===== src/rtl/timer.sv =====
// Three-digit BCD countdown timer (M:ST:SO, 0:00..9:59) with keypad shift-in load,
// synchronous clear and a combinational zero flag.
module timer (
    input  logic       clock,
    input  logic       resetn,
    input  logic [3:0] data_in,
    input  logic       loadn,
    input  logic       clear,
    input  logic       enable,
    output logic [3:0] sec_ones,
    output logic [3:0] sec_tens,
    output logic [3:0] mins,
    output logic       zero
);

    logic [3:0] sec_ones_q, sec_ones_d;
    logic [3:0] sec_tens_q, sec_tens_d;
    logic [3:0] mins_q, mins_d;
    logic       load_ok;

    assign zero = (mins_q == 4'd0) && (sec_tens_q == 4'd0) && (sec_ones_q == 4'd0);

    // Rejecting the shift when sec_ones>5 keeps sec_tens a valid 0-5 digit.
    assign load_ok = (data_in <= 4'd9) && (sec_ones_q <= 4'd5);

    always_comb begin
        sec_ones_d = sec_ones_q;
        sec_tens_d = sec_tens_q;
        mins_d     = mins_q;
        if (clear) begin
            sec_ones_d = 4'd0;
            sec_tens_d = 4'd0;
            mins_d     = 4'd0;
        end else if (!loadn) begin
            if (load_ok) begin
                mins_d     = sec_tens_q;
                sec_tens_d = sec_ones_q;
                sec_ones_d = data_in;
            end
        end else if (enable && !zero) begin
            if (sec_ones_q != 4'd0) begin
                sec_ones_d = sec_ones_q - 4'd1;
            end else begin
                sec_ones_d = 4'd9;
                if (sec_tens_q != 4'd0) begin
                    sec_tens_d = sec_tens_q - 4'd1;
                end else begin
                    sec_tens_d = 4'd5;
                    mins_d     = mins_q - 4'd1;
                end
            end
        end
    end

    always_ff @(posedge clock or negedge resetn) begin
        if (!resetn) begin
            sec_ones_q <= 4'd0;
            sec_tens_q <= 4'd0;
            mins_q     <= 4'd0;
        end else begin
            sec_ones_q <= sec_ones_d;
            sec_tens_q <= sec_tens_d;
            mins_q     <= mins_d;
        end
    end

    assign sec_ones = sec_ones_q;
    assign sec_tens = sec_tens_q;
    assign mins     = mins_q;

endmodule


===== config.mk =====
export PLATFORM = sky130hd
export DESIGN_NAME = timer
export DESIGN_NICKNAME = d
export VERILOG_FILES = /design/src/rtl/timer.sv
export SDC_FILE = /design/constraint.sdc
export NUM_CORES = 1
export LEC_CHECK = 0
export ABC_AREA = 1
export BUFFER_PORTS_ARGS = -buffer_cell sky130_fd_sc_hd__clkbuf_2
export CAP_MARGIN = 20
export CELL_PAD_IN_SITES_DETAIL_PLACEMENT = 1
export CELL_PAD_IN_SITES_GLOBAL_PLACEMENT = 2
export CORE_ASPECT_RATIO = 0.5
export CORE_MARGIN = 2
export CORE_UTILIZATION = 29
export CTS_BUF_LIST = sky130_fd_sc_hd__clkbuf_4 sky130_fd_sc_hd__clkbuf_8
export DETAILED_ROUTE_END_ITERATION = 7
export PLACE_DENSITY = 0.92
export SLEW_MARGIN = 40
export SYNTH_ARGS = -nofsm -noshare
export SYNTH_HDL_FRONTEND = slang
export SYNTH_SLANG_ARGS = --single-unit

===== constraint.sdc =====
create_clock -name clock -period 1.6 [get_ports clock]
set_clock_uncertainty 0.05 [all_clocks]
set_input_delay 0.32 -clock clock [delete_from_list [all_inputs] [get_ports clock]]
set_output_delay 0.32 -clock clock [all_outputs]
set_load 0.01 [all_outputs]

==> impl_metrics.env <==
export IMPL_drtIter0Drc=43
export IMPL_cts_tree="done"
export IMPL_switching_share_pct=42.1
export IMPL_gp_congestion=0.823
export IMPL_seq_area_um2=300
export IMPL_synth_area_um2=882
export IMPL_grt_pass1_wl_um=4980
export IMPL_report_final_slew_viol_count=0
export IMPL_vias=1024
export IMPL_path_buf_inv=2
export IMPL_max_slew_worst_pin_slew_ns=0.332
export IMPL_grt_setup_unrepaired="yes"
export IMPL_start_util_pct=30.0
export IMPL_portBuffers=21
export IMPL_grtUsageMet3_pct=2.55
export IMPL_synth_edf_count=0
export IMPL_crit_type="flip-flop to output port"
export IMPL_design_area_mm2=0.00129
export IMPL_track_usage_pct=18.6
export IMPL_drcViolationCount=0
export IMPL_max_freq_mhz=626
export IMPL_path_clk_slew_ns=0.05
export IMPL_crit_top_cell="nand2_2"
export IMPL_placementRows=14
export IMPL_fp_coreArea_mm2=0.00294
export IMPL_p_sw_w=0.000767
export IMPL_max_slew_margin_pct=77.9
export IMPL_die_width_um=82.0
export IMPL_slowest_stage="dfrtp_1"
export IMPL_pwr_share_comb_pct=59.8
export IMPL_grt_pass1_vias=1073
export IMPL_r2r_start="sec_ones[2]$_DFFE_PN0P_"
export IMPL_cap_violations=0
export IMPL_hold_path_class="input pin to flip-flop"
export IMPL_syn_area_per_cell_um2=6.84
export IMPL_cp_end_kind="output port"
export IMPL_fin_crit_sh_pct=99.8
export IMPL_peakVddDrop_mv=0.655
export IMPL_first_pass_iters=4
export IMPL_worstPathMaxFanout=5
export IMPL_io_pins=22
export IMPL_syn_num_nets=139
export IMPL_max_stage_delay_ns=0.42
export IMPL_avgViaCountPerCell=4.76
export IMPL_final_nets=187
export IMPL_async_reset_ff_share_pct=100
export IMPL_fillCellCount=393
export IMPL_hp_start="data_in[0]"
export IMPL_placement_cell_area_mm2=0.00113
export IMPL_routed_wl_um=2880
export IMPL_crit_start="mins[3]$_DFFE_PN0P_"
export IMPL_period_needed_ns=1.60
export IMPL_cp_data_arrival_time_ns=1.23
export IMPL_syn2layout_area_growth_pct=46.4
export IMPL_drtAntennaViolNets=0
export IMPL_status="finished, final reports clean"
export IMPL_synth_flop_cell="dfrtp_1"
export IMPL_final_setup_tns_ns=0
export IMPL_cts_root_buffer="clkbuf_8"
export IMPL_ys_warnings_count=0
export IMPL_grt_util_met2_pct=32.2
export IMPL_crit_path_start_kind="flip-flop"
export IMPL_antenna_cells=0
export IMPL_crit_chain="nor2_1 > nand2_2 > nor2_2 > nand2_2 > inv_1 > buf_2"
export IMPL_final_hold_violation_count=0
export IMPL_antenna_found_initial=0
export IMPL_grt_max_degree=13
export IMPL_seq_power_share_pct=25.0
export IMPL_pwr_share_clk_pct=15.2
export IMPL_clock_latency_ns=0.24
export IMPL_finalPower_w=0.00182
export IMPL_grt_busiest_layer="met2"
export IMPL_p_int_w=0.00105
export IMPL_numCtsBuffers=3
export IMPL_die_y_um=43
export IMPL_drive_above_1_share_pct=41.7
export IMPL_placedCellCount=203
export IMPL_ys_ff_latch=12
export IMPL_crit_required_ns=1.23
export IMPL_syn_inst=129
export IMPL_clockBufferDepth=2
export IMPL_cellPowerDensity_mw_per_mm2=1410
export IMPL_finalNonFillerCells=215
export IMPL_setup_viol=0
export IMPL_p_leak_nw=0.707
export IMPL_worst_hold_slack_ns=0.351
export IMPL_met1_usage_pct=24.6
export IMPL_cts_max_level=1
export IMPL_dieArea_mm2=0.00353
export IMPL_hpwl_um=2210
export IMPL_wl_per_cell_um=13.4
export IMPL_ys_seq_area_share_pct=34.0
export IMPL_synth_cell_types=21
export IMPL_multi_input_area_um2=548
export IMPL_overflow=0
export IMPL_critPathTopFamily="flip-flops"
export IMPL_cts_sinks=12
-- power by group through the flow --
stage | sequential, W | combinational, W | clock, W
after floorplan | 0.000531 | 0.000437 | 0
after global placement | 0.000449 | 0.000871 | 0
after detailed placement | 0.000453 | 0.000885 | 0
after CTS | 0.000452 | 0.000982 | 0.000281
after global routing | 0.000465 | 0.00122 | 0.000294
final | 0.000455 | 0.00109 | 0.000278
-- state kept, by name, indices dropped and copies added (netlist names) --
signal    count
mins          4
sec_tens      4
sec_ones      4
-- repair_timing --
item,4_1_cts,5_1_grt
resized for setup,4,11
pin swaps,5,9
buffers inserted,5,3
hold endpoints to repair,12,0
endpoints found under the setup margin,5,10
hold buffers,1,0
-- cell usage after synthesis (2+ instances only) --
library cell  number  area share [%]
a21oi_1            3             1.7
dfrtp_1           12              34
o21ai_1            4             2.3
o22ai_1            2             1.4
nand2_1           50              21
nand4_1            8             5.7
o21ai_0            7             4.0
nor2_1             6             2.6
clkinv_1           2            0.85
nor2_2             4             2.8
inv_1              9             3.8
nand3_4            2             4.0
nand3_1            2             1.1
a22oi_1            2             1.7
nor2_4             2             2.6
inv_2              5             2.1
nand2_2            5             3.5
-- kinds of logic (layout without fill, tap and decap cells) --
kind of cell,after synthesis,after routing,synth area share [%]
AO/OA/AOI/OAI,18,18,11.1
flip-flops,12,12,34.0
adder cells (fa/ha/maj),1,1,1.42
AND/OR/NAND/NOR,79,79,43.5
buffers and inverters,18,64,8.94
XOR/XNOR,1,1,0.993
-- area by class of cell --
| class | instances | area share [%] |
|---|---|---|
| Inverter | 16 | 4.65 |
| Timing Repair Buffer | 45 | 22.6 |
| Multi-Input combinational cell | 99 | 42.4 |
| Clock buffer | 3 | 3.20 |
| Tap cell | 40 | 3.88 |
| Sequential cell | 12 | 23.3 |
-- worst register-to-register path: stages, from the launching register on --
cell and delay, ns:
dfrtp_1 0.40, nor2_2 0.15, nand2_2 0.10, buf_4 0.15, nand2_2 0.09, inv_2 0.05, nor2_4 0.15, nand3_4 0.11
nand2_1 0.08, nand2_1 0.04
-- final timing paths --
check | endpoint | slack (ns) | depth (start not counted)
min in group asynchronous | sec_tens[2]$_DFFE_PN0P_ | 0.46 | 2
worst max register to register | mins[3]$_DFFE_PN0P_ | 0.11 | 9
worst max-delay path | zero | 0.003 | 6
worst min-delay path | sec_ones[0]$_DFFE_PN0P_ | 0.35 | 3
worst min register to register | mins[3]$_DFFE_PN0P_ | 0.52 | 2
max in group asynchronous | mins[0]$_DFFE_PN0P_ | 0.79 | 2
-- routing by layer --
| metal | vias to the layer above | wire (µm) |
|---|---|---|
| met1 | 489 | 1350 |
| met3 | 4 | 93 |
| met2 | 19 | 1420 |
| met5 | - | 0 |
| met4 | 0 | 24 |
| li1 | 512 | - |
-- through the flow --
step	util, %	worst slack, ns
after floorplan	-	0.145
after global placement	38.4	0.0818
after detailed placement	38.4	-0.0440
after CTS	41.9	-0.0112
after global routing	43.9	-0.0606
final	43.9	0.00338
-- placed cells by master, fill, tap and decap left out, types with 3 or more instances in the layout --
master	n
o21ai_1	4
buf_4	22
clkbuf_8	3
nand2_1	47
nor2_1	4
clkbuf_2	20
nor2_2	4
inv_2	7
inv_1	7
nand4_1	8
nand2_2	6
nor2_4	4
dfrtp_1	12
a21oi_1	3
o21ai_0	7
(Power assumes the default switching activity.)
